--- src/rtl/rx_ctrl_pkg.sv ---
// Shared definitions for the UART receive frame controller: state encoding,
// bit-index constants and the prescale floor.
package rx_ctrl_pkg;

  typedef enum logic [2:0] {
    IDLE   = 3'd0,
    START  = 3'd1,
    DATA   = 3'd2,
    PARITY = 3'd3,
    STOP   = 3'd4,
    CHECK  = 3'd5
  } rx_state_e;

  localparam int unsigned START_IDX     = 0;
  localparam int unsigned PAR_IDX       = 9;
  localparam int unsigned LAST_DATA_IDX = 8;
  localparam int unsigned MIN_PRESCALE  = 4;
  localparam int unsigned BIT_CNT_W     = 4;

  // Prescale values below the floor would leave no room for a mid-bit sample.
  function automatic int unsigned clamp_prescale(input int unsigned p);
    return (p < MIN_PRESCALE) ? MIN_PRESCALE : p;
  endfunction

endpackage

--- src/rtl/rx_frame_ctrl_if.sv ---
// Signal bundle between the receive frame controller (slave) and the
// surrounding receiver datapath / test driver (master).
//
// Data_valid, stop_err and par_err_o are single-cycle pulses with no
// back-pressure: there is no ready, so the consumer must capture them in the
// cycle they are high. sample_one_bit / sample_three_bit are likewise
// single-cycle strobes to the sampling register.
interface rx_frame_ctrl_if #(
  parameter int PRESCALE_W = 6
);
  logic                  RX_IN;
  logic [PRESCALE_W-1:0] Prescale;
  logic                  PAR_EN;
  logic                  start_bit;
  logic                  stop_bit;
  logic                  par_err;
  logic [3:0]            BIT_COUNT;
  logic                  sample_one_bit;
  logic                  sample_three_bit;
  logic                  Data_valid;
  logic                  stop_err;
  logic                  par_err_o;
  logic                  busy;

  modport master (
    output RX_IN, Prescale, PAR_EN, start_bit, stop_bit, par_err,
    input  BIT_COUNT, sample_one_bit, sample_three_bit, Data_valid,
           stop_err, par_err_o, busy
  );

  modport slave (
    input  RX_IN, Prescale, PAR_EN, start_bit, stop_bit, par_err,
    output BIT_COUNT, sample_one_bit, sample_three_bit, Data_valid,
           stop_err, par_err_o, busy
  );

endinterface

--- src/rtl/rx_edge_bit_counter.sv ---
// Edge counter (0..prescale-1 within a bit) and bit counter (index of the
// bit being received). Clear has priority over enable; wrap flags the last
// edge of the current bit.
module rx_edge_bit_counter #(
  parameter int PRESCALE_W = 6
) (
  input  logic                  clk,
  input  logic                  rst,
  input  logic                  en_i,
  input  logic                  clr_i,
  input  logic [PRESCALE_W-1:0] prescale_i,
  output logic [PRESCALE_W-1:0] edge_cnt_o,
  output logic [3:0]            bit_cnt_o,
  output logic                  wrap_o
);

  localparam logic [PRESCALE_W-1:0] ONE_E = PRESCALE_W'(1);

  logic [PRESCALE_W-1:0] edge_q, edge_d;
  logic [3:0]            bit_q,  bit_d;

  // Wrap is independent of enable so the controller can use it to decide
  // on clear without a combinational loop.
  assign wrap_o     = (edge_q == (prescale_i - ONE_E));
  assign edge_cnt_o = edge_q;
  assign bit_cnt_o  = bit_q;

  // Next-count logic: clear, else advance edge, rolling into the bit counter.
  always_comb begin
    edge_d = edge_q;
    bit_d  = bit_q;
    if (clr_i) begin
      edge_d = '0;
      bit_d  = '0;
    end else if (en_i) begin
      if (wrap_o) begin
        edge_d = '0;
        bit_d  = bit_q + 4'd1;
      end else begin
        edge_d = edge_q + ONE_E;
      end
    end
  end

  // Counter registers with synchronous reset.
  always_ff @(posedge clk) begin
    if (rst) begin
      edge_q <= '0;
      bit_q  <= '0;
    end else begin
      edge_q <= edge_d;
      bit_q  <= bit_d;
    end
  end

endmodule

--- src/rtl/rx_frame_ctrl.sv ---
// UART receive frame controller: walks a frame through start, data,
// optional parity and stop bits, strobes the sampler once per bit at
// mid-bit, and reports the frame outcome in a one-cycle CHECK state.
// Build option RX_MAJORITY_SAMPLE_EN: when defined the mid-bit strobe goes
// to sample_three_bit (majority sampler); otherwise to sample_one_bit.
module rx_frame_ctrl
  import rx_ctrl_pkg::*;
#(
  parameter int PRESCALE_W = 6
) (
  input  logic            clk,
  input  logic            rst,
  rx_frame_ctrl_if.slave  bus,
  output rx_state_e       state_o
);

  localparam logic [PRESCALE_W-1:0] MIN_PS = PRESCALE_W'(MIN_PRESCALE);

  rx_state_e             state_q, state_d;
  logic [PRESCALE_W-1:0] prescale_q, prescale_d;
  logic                  par_en_q, par_en_d;

  logic                  start_frame;
  logic                  counting;
  logic                  cnt_clr;
  logic                  wrap;
  logic                  strobe;
  logic                  in_check;
  logic [PRESCALE_W-1:0] edge_cnt;
  logic [3:0]            bit_cnt;

  assign counting = (state_q == START) || (state_q == DATA) ||
                    (state_q == PARITY) || (state_q == STOP);
  assign in_check = (state_q == CHECK);

  rx_edge_bit_counter #(
    .PRESCALE_W (PRESCALE_W)
  ) u_cnt (
    .clk        (clk),
    .rst        (rst),
    .en_i       (counting),
    .clr_i      (cnt_clr),
    .prescale_i (prescale_q),
    .edge_cnt_o (edge_cnt),
    .bit_cnt_o  (bit_cnt),
    .wrap_o     (wrap)
  );

  // Next-state, counter clear and frame-parameter capture.
  always_comb begin
    state_d     = state_q;
    cnt_clr     = 1'b0;
    start_frame = 1'b0;
    prescale_d  = prescale_q;
    par_en_d    = par_en_q;

    unique case (state_q)
      IDLE: begin
        cnt_clr = 1'b1;
        if (!bus.RX_IN) begin
          state_d     = START;
          start_frame = 1'b1;
        end
      end
      START: begin
        if (wrap && (bit_cnt == 4'(START_IDX))) begin
          // A high start sample means the falling edge was noise.
          if (bus.start_bit) begin
            state_d = IDLE;
            cnt_clr = 1'b1;
          end else begin
            state_d = DATA;
          end
        end
      end
      DATA: begin
        if (wrap && (bit_cnt == 4'(LAST_DATA_IDX))) begin
          state_d = par_en_q ? PARITY : STOP;
        end
      end
      PARITY: begin
        if (wrap && (bit_cnt == 4'(PAR_IDX))) begin
          state_d = STOP;
        end
      end
      STOP: begin
        if (wrap) begin
          state_d = CHECK;
          cnt_clr = 1'b1;
        end
      end
      CHECK: begin
        cnt_clr = 1'b1;
        // A low line here is the start bit of a back-to-back frame.
        if (!bus.RX_IN) begin
          state_d     = START;
          start_frame = 1'b1;
        end else begin
          state_d = IDLE;
        end
      end
      default: begin
        state_d = IDLE;
        cnt_clr = 1'b1;
      end
    endcase

    // Frame parameters are frozen at frame start; later pin changes are ignored.
    if (start_frame) begin
      prescale_d = PRESCALE_W'(clamp_prescale(32'(bus.Prescale)));
      par_en_d   = bus.PAR_EN;
    end
  end

  // State and latched frame parameters.
  always_ff @(posedge clk) begin
    if (rst) begin
      state_q    <= IDLE;
      prescale_q <= MIN_PS;
      par_en_q   <= 1'b0;
    end else begin
      state_q    <= state_d;
      prescale_q <= prescale_d;
      par_en_q   <= par_en_d;
    end
  end

  // One strobe per bit, at the middle edge of the bit.
  assign strobe = counting && (edge_cnt == (prescale_q >> 1));

`ifdef RX_MAJORITY_SAMPLE_EN
  assign bus.sample_three_bit = strobe;
  assign bus.sample_one_bit   = 1'b0;
`else
  assign bus.sample_one_bit   = strobe;
  assign bus.sample_three_bit = 1'b0;
`endif

  assign bus.BIT_COUNT  = bit_cnt;
  assign bus.Data_valid = in_check && bus.stop_bit && !(par_en_q && bus.par_err);
  assign bus.stop_err   = in_check && !bus.stop_bit;
  assign bus.par_err_o  = in_check && par_en_q && bus.par_err;
  assign bus.busy       = (state_q != IDLE);
  assign state_o        = state_q;

endmodule

--- src/flat_wrapper.sv ---
// flat-port wrapper written by rule: the top's interface ports become plain ports
module rx_frame_ctrl_flat import rx_ctrl_pkg::*;
#(
  parameter int PRESCALE_W = 6
)
  (clk, rst, state_o, bus_RX_IN, bus_Prescale, bus_PAR_EN, bus_start_bit, bus_stop_bit, bus_par_err, bus_BIT_COUNT, bus_sample_one_bit, bus_sample_three_bit, bus_Data_valid, bus_stop_err, bus_par_err_o, bus_busy);
  rx_frame_ctrl_if #(.PRESCALE_W(PRESCALE_W)) bus_i ();
  input  logic clk;
  input  logic rst;
  output rx_state_e state_o;
  input wire logic [$bits(bus_i.RX_IN)-1:0] bus_RX_IN;
  input wire logic [$bits(bus_i.Prescale)-1:0] bus_Prescale;
  input wire logic [$bits(bus_i.PAR_EN)-1:0] bus_PAR_EN;
  input wire logic [$bits(bus_i.start_bit)-1:0] bus_start_bit;
  input wire logic [$bits(bus_i.stop_bit)-1:0] bus_stop_bit;
  input wire logic [$bits(bus_i.par_err)-1:0] bus_par_err;
  output wire logic [$bits(bus_i.BIT_COUNT)-1:0] bus_BIT_COUNT;
  output wire logic [$bits(bus_i.sample_one_bit)-1:0] bus_sample_one_bit;
  output wire logic [$bits(bus_i.sample_three_bit)-1:0] bus_sample_three_bit;
  output wire logic [$bits(bus_i.Data_valid)-1:0] bus_Data_valid;
  output wire logic [$bits(bus_i.stop_err)-1:0] bus_stop_err;
  output wire logic [$bits(bus_i.par_err_o)-1:0] bus_par_err_o;
  output wire logic [$bits(bus_i.busy)-1:0] bus_busy;
  assign bus_i.RX_IN = bus_RX_IN;
  assign bus_i.Prescale = bus_Prescale;
  assign bus_i.PAR_EN = bus_PAR_EN;
  assign bus_i.start_bit = bus_start_bit;
  assign bus_i.stop_bit = bus_stop_bit;
  assign bus_i.par_err = bus_par_err;
  assign bus_BIT_COUNT = bus_i.BIT_COUNT;
  assign bus_sample_one_bit = bus_i.sample_one_bit;
  assign bus_sample_three_bit = bus_i.sample_three_bit;
  assign bus_Data_valid = bus_i.Data_valid;
  assign bus_stop_err = bus_i.stop_err;
  assign bus_par_err_o = bus_i.par_err_o;
  assign bus_busy = bus_i.busy;
  rx_frame_ctrl #(.PRESCALE_W(PRESCALE_W)) u_core (.clk(clk), .rst(rst), .bus(bus_i), .state_o(state_o));
endmodule
--- config.mk ---
export PLATFORM = sky130hd
export DESIGN_NAME = rx_frame_ctrl_flat
export DESIGN_NICKNAME = d
export VERILOG_FILES = /design/src/rtl/rx_ctrl_pkg.sv /design/src/rtl/rx_frame_ctrl_if.sv /design/src/rtl/rx_edge_bit_counter.sv /design/src/rtl/rx_frame_ctrl.sv /design/src/flat_wrapper.sv
export SDC_FILE = /design/constraint.sdc
export NUM_CORES = 1
export LEC_CHECK = 0
export CAP_MARGIN = 15
export CORE_AREA = 2 2 58 60
export CTS_CLUSTER_SIZE = 30
export DETAILED_ROUTE_END_ITERATION = 12
export DIE_AREA = 0 0 60 62
export PLACE_DENSITY = 0.7
export SLEW_MARGIN = 10
export SYNTH_ARGS = -nofsm -noshare
export SYNTH_HDL_FRONTEND = slang
export SYNTH_SLANG_ARGS = --single-unit
--- constraint.sdc ---
create_clock -name clk -period 4.3 [get_ports clk]
set_clock_uncertainty 0.05 [all_clocks]
set_input_delay 0.86 -clock clk [delete_from_list [all_inputs] [get_ports clk]]
set_output_delay 0.86 -clock clk [all_outputs]
set_load 0.005 [all_outputs]
==> results of run 1 <==
## synthesized netlist by cell type (4+ instances only)
cell,instances
nor2_1,18
inv_1,5
o21ai_0,5
nand2_1,10
nand4_1,5
nor3_1,5
a21oi_1,12
clkbuf_1,8
nor3b_1,4
xor2_1,7
ha_1,5
mux2i_1,7
xnor2_1,10
dfxtp_1,20
## state kept, by name, indices dropped and copies added (netlist names)
name                     cells
u_core.par_en_q              1
u_core.u_cnt.edge_cnt_o      6
u_core.state_o               3
u_core.prescale_q            6
u_core.u_cnt.bit_cnt_o       4
## metrics by stage
stage	power, mW	util [%]
2_1_floorplan	0.311	-
6_report	0.505	51.6
3_5_place_dp	0.349	49.9
5_1_grt	0.529	51.6
3_3_place_gp	0.345	49.9
4_1_cts	0.506	51.6
## logic make-up (layout without fill, tap and decap cells)
family,after synthesis,in the layout,share of synthesized area [%]
AO/OA/AOI/OAI,31,31,14.7
XOR/XNOR,17,17,11.1
adder cells (fa/ha/maj),5,5,4.66
buffers and inverters,16,33,5.41
flip-flops,20,20,29.8
multiplexers,7,7,5.22
other,1,1,0.279
AND/OR/NAND/NOR,68,68,28.8
## where the power goes
part | internal [mW] | total [mW] | leakage [nW] | switching, mW
sequential | 0.195 | 0.215 | 0.163 | 0.0201
clock | 0.0943 | 0.159 | 0.0279 | 0.0643
combinational | 0.0644 | 0.131 | 0.387 | 0.0669
## routing by layer
metal / global-route usage (%) / routed length, µm / up-vias
li1: - / - / 616
met1: 21.6 / 1310 / 569
met2: 29.8 / 1430 / 24
met3: 4.55 / 114 / 4
met4: 6.35 / 27 / 0
met5: 0 / 0 / -
## worst max-delay path, cell delays in order (launching register included)
cell,delay (ps)
dfxtp_1,650
or3_1,220
nand2_1,120
nor4_1,250
clkdlybuf4s50_1,540
## layout make-up
type	instances	area (µm²)	area share (%)
multi-input combinational	129	870	53.1
sequential	20	400	24.4
timing repair buffer	24	240	14.7
tap	46	57.6	3.51
clock inverter	1	30.0	1.83
clock buffer	3	22.5	1.37
inverter	5	18.8	1.15
## final timing paths
kind / from / to / slack (ps) / depth (start not counted)
worst max-delay path: u_core.state_o[0]$_SDFFE_PP0P_ / bus_sample_one_bit / 1300 / 4
worst min-delay path: u_core.u_cnt.bit_cnt_o[3]$_SDFFE_PP0P_ / u_core.u_cnt.bit_cnt_o[3]$_SDFFE_PP0P_ / 490 / 2
worst max register to register: u_core.prescale_q[0]$_SDFFE_PP0P_ / u_core.u_cnt.bit_cnt_o[3]$_SDFFE_PP0P_ / 1510 / 8
worst min register to register: u_core.u_cnt.bit_cnt_o[3]$_SDFFE_PP0P_ / u_core.u_cnt.bit_cnt_o[3]$_SDFFE_PP0P_ / 490 / 2
==> results.py, run 1 <==
metrics = {
    "drt": {
        "wl_per_cell_um": 12.7,
        "drc": 0,
        "avgViaCountPerCell": 5.32,
        "routed_wl_um": 2890,
        "drtIter0Drc": 46,
        "drt_pass1_iterations": 4,
        "vias": 1213,
        "antenna_left": 0,
    },
    "timing": {
        "final-setup-viol-count": 0,
        "fin_setup_tns_ps": 0,
        "fin_hold_ws_ps": 487,
        "slew_viol_final": 0,
        "rsz0062_at_grt": "false",
        "hold_viol": 0,
        "fmax_mhz": 333,
        "fin_ws_ps": 1300,
        "fin_crit_ps": 3000,
        "fin_crit_sh_pct": 69.8,
        "tightest_slew_ps": 607,
        "slew-limit-headroom_pct": 59.5,
    },
    "logic_synthesis": {
        "yosys.area.top_type": "dfxtp_1",
        "ys_ff_latch": 20,
        "avgSynthCellArea_um2": 8.14,
        "syn_inst": 165,
        "synth.distinct_cells": 44,
        "yosysWarnings": 0,
        "synth_edf_count": 0,
        "synth_area_leaders": "dfxtp_1 30%, xnor2_1 6.5%, mux2i_1 5.2%, nor2_1 5.0%, ha_1 4.7%",
        "synthArstFlopShare_pct": 0,
        "syn-num-nets": 183,
        "ys.flop_type": "dfxtp_1",
        "syn-cell-area_um2": 1340,
        "synth.top_cell.area_share_pct": 29.8,
        "yosysSeqAreaShare_pct": 29.8,
    },
    "clock_tree": {
        "holdBufCountCts": 0,
        "cts-root-buf": "clkbuf_4",
        "htreeDepth": 1,
        "ctsResizeCount": 0,
        "clkLatencyLatePin_ps": 320,
        "clock-sinks": 20,
        "path_clk_slew_ps": 110,
        "clock_path_buffers": 2,
        "cts_buffers": 3,
        "tritoncts": "yes",
        "cts_setup_buffers": 0,
    },
    "placement": {
        "io_buffer_count": 24,
        "place_inst": 224,
        "dp_hpwl_um": 2160,
        "dpl_cell_area_um2": 1590,
        "pre_cts_ws_ps": 1370,
        "gp_congestion": 0.810,
    },
    "final_layout": {
        "design_area_um2": 1640,
        "nets": 201,
        "fill_cells": 309,
        "syn_to_final_growth_pct": 22.1,
        "final_common_cell": "clkdlybuf4s50_1",
        "stdcell_count": 228,
        "n_antenna_cell": 0,
        "layout-drive-gt1-share_pct": 4.95,
        "final_cell_mix": "24 x clkdlybuf4s50_1, 20 x dfxtp_1, 18 x nor2_1",
    },
    "run": {
        "max_cap_viol_count": 0,
    },
    "setup_path": {
        "worstPathRequired_ps": 3390,
        "critPathLaunchType": "flip-flop",
        "worstPathArrival_ps": 2090,
        "critical_path_class": "reg -> out",
        "endpoint_kind": "output pin",
        "path_max_fanout": 15,
    },
    "global_routing": {
        "grt_first_pass_wirelength_um": 4970,
        "grt_pass1_vias": 1133,
        "antenna_found_initial": 0,
        "grt_usage_pct": 17.6,
        "grt_start_max_net_pins": 17,
        "grt_overflow_total": 0,
    },
    "floorplan": {
        "core_um2": 3180,
        "io_pins": 26,
        "initial_core_util_pct": 42.2,
        "die-width_um": 60,
        "dieHeight_um": 62,
        "num_rows": 21,
        "dieArea_um2": 3720,
    },
    "pwr": {
        "leakagePower_nw": 0.578,
        "power.density_nw_per_um2": 308,
        "ir_drop_uv": 189,
    },
    "min_path": {
        "min_path_type": "reg -> reg",
    },
    "run_status": {
        "status": "finished, final reports clean",
    },
}
No activity file was read; power rests on OpenSTA's default activity.
==> inputs of run 2 (changes only) <==
Settings changed: PLACE_DENSITY 0.7 to 0.73.
Clock period 4.3 ns to 2.5 ns, I/O delays scaled along.
==> run 2 against run 1 <==
Effect of this change:
- first-iteration DRC count fell by 35%
- cell count is 6.1% higher
- sequential power increased by 66%
- largest power group unchanged
- critical path depth grew 5
- worst setup slack lost 1200 ps
- hold slack got worse by 5.2 ps
- global-route usage increased by 0.26 points
- via count increased by 9.6%
==> results.py, run 2 (same netlist as run 1, synthesis figures left out) <==
metrics = {
    "clock_tree": {
        "clock-sinks": 20,
        "clkLatencyLatePin_ps": 310,
        "cts-root-buf": "clkbuf_4",
        "holdBufCountCts": 0,
        "tritoncts": "yes",
        "path_clk_slew_ps": 120,
        "htreeDepth": 1,
        "clock_path_buffers": 2,
        "cts_buffers": 3,
    },
    "timing": {
        "hold_viol": 0,
        "fin_crit_ps": 2430,
        "slew_viol_final": 0,
        "final-setup-viol-count": 0,
        "slew-limit-headroom_pct": 51.3,
        "fin_crit_sh_pct": 97.2,
        "fin_hold_ws_ps": 482,
        "fin_ws_ps": 70.1,
        "fin_setup_tns_ps": 0,
        "fmax_mhz": 412,
        "tightest_slew_ps": 730,
    },
    "floorplan": {
        "dieHeight_um": 62,
        "num_rows": 21,
        "io_pins": 26,
        "dieArea_um2": 3720,
        "initial_core_util_pct": 42.2,
        "die-width_um": 60,
        "core_um2": 3180,
    },
    "drt": {
        "drtIter0Drc": 30,
        "drt_pass1_iterations": 4,
        "antenna_left": 0,
        "vias": 1329,
        "wl_per_cell_um": 13.7,
        "routed_wl_um": 3310,
        "avgViaCountPerCell": 5.49,
        "drc": 0,
    },
    "placement": {
        "dp_hpwl_um": 2310,
        "pre_cts_ws_ps": 67.4,
        "place_inst": 230,
        "gp_congestion": 0.873,
        "io_buffer_count": 24,
    },
    "setup_path": {
        "critPathLaunchType": "flip-flop",
        "worstSetupPathDepth": 9,
        "path_max_fanout": 5,
        "slowest_delay_ps": 510,
        "endpoint_kind": "flip-flop",
        "critPathTopFamily": "simple AND/OR/NAND/NOR gates",
        "reg2reg_depth": 9,
        "critical_path_class": "reg -> reg",
        "worstPathCellList": "inv_2, ha_4, or3b_1, a211o_1, nor4_4, buf_4, a21oi_2, or4b_1, a21oi_2",
        "rrSetupSlack_ps": 70,
        "path_buf_inv": 2,
        "critPathSlowestCell": "or4b_1",
        "worstPathArrival_ps": 2640,
        "crit_path_frequent_cell": "a21oi_2",
        "worstPathRequired_ps": 2710,
    },
    "pwr": {
        "power.total_mw": 0.833,
        "ir_drop_uv": 232,
        "leakagePower_nw": 0.639,
        "power.density_nw_per_um2": 472,
    },
    "min_path": {
        "min_path_type": "reg -> reg",
        "hold_depth": 2,
    },
    "final_layout": {
        "nets": 215,
        "final_cell_mix": "24 x clkdlybuf4s50_1, 18 x nor2_1, 13 x buf_4",
        "multiInputGateArea_um2": 902,
        "final_common_cell": "clkdlybuf4s50_1",
        "seqCellArea_um2": 413,
        "stdcell_count": 242,
        "fill_cells": 275,
        "syn_to_final_growth_pct": 31.5,
        "n_antenna_cell": 0,
        "layout-drive-gt1-share_pct": 18.9,
    },
    "run_status": {
        "status": "finished, final reports clean",
    },
    "global_routing": {
        "grt_start_max_net_pins": 15,
        "grt_overflow_total": 0,
        "grt_pass1_vias": 1144,
        "antenna_found_initial": 0,
        "grt_first_pass_wirelength_um": 5050,
        "grt_usage_pct": 17.9,
    },
    "run": {
        "max_cap_viol_count": 0,
    },
}
## run 2: cell count changes in the layout (fill, tap and decap cells not counted), sizes merged
| cell | previous run | this run |
|---|---|---|
| nand2 | 11 | 12 |
| clkbuf | 3 | 4 |
| buf | 0 | 13 |
| bufinv | 1 | 0 |
## run 2: power by group
group          internal (mW)  total, mW  switching [mW]  leakage [nW]
clock network         0.0891      0.197           0.108        0.0210
registers              0.336      0.357          0.0214         0.166
logic                  0.134      0.278           0.144         0.453
total                  0.560      0.833           0.274         0.639
## run 2: worst paths after layout
path / startpoint / end
setup / recovery: u_core.prescale_q[1]$_SDFFE_PP0P_ / u_core.state_o[1]$_SDFFE_PP0P_
hold / removal: u_core.u_cnt.bit_cnt_o[3]$_SDFFE_PP0P_ / u_core.u_cnt.bit_cnt_o[3]$_SDFFE_PP0P_
setup reg to reg: u_core.prescale_q[1]$_SDFFE_PP0P_ / u_core.state_o[1]$_SDFFE_PP0P_
hold reg to reg: u_core.u_cnt.bit_cnt_o[3]$_SDFFE_PP0P_ / u_core.u_cnt.bit_cnt_o[3]$_SDFFE_PP0P_
## run 2: per-layer routing
metal,vias to the layer above,GRT usage (%),part of all wire (%)
met5,-,0,0
met2,40,28.4,53
met4,0,10.8,2.1
li1,642,-,-
met3,6,2.28,3.2
met1,641,23.1,42
## run 2: final cells by class
cell class	instances	area share, %
Clock buffer	4	2.06
Timing Repair Buffer	37	19.1
Multi-Input combinational cell	130	51.1
Sequential cell	20	23.4
Tap cell	46	3.26
Inverter	5	1.06
## run 2: metrics by stage
step                      utilization (%)  instance area (µm²)
after floorplan                         -                 1340
after CTS                            52.6                 1670
after detailed placement             51.3                 1630
after global placement               51.3                 1630
after global routing                 55.5                 1770
final                                55.5                 1770
## run 2: repair_timing
item	4_1_cts	5_1_grt
gates cloned	0	1
pin swaps	0	6
setup endpoints to repair	1	11
resized for setup	3	14
setup buffers	0	7
## run 2: worst register-to-register path: stages, from the launching register on
cell and delay [ps]:
dfxtp_2 360, inv_2 70, ha_4 140, or3b_1 340
a211o_1 290, nor4_4 250, buf_4 180, a21oi_2 60
or4b_1 510, a21oi_2 110
==> inputs of run 3 (changes only) <==
Settings changed: CTS_CLUSTER_DIAMETER from default to 60.
==> results of run 3 <==
Final layout, timing and power as in run 2 (identical DEF).
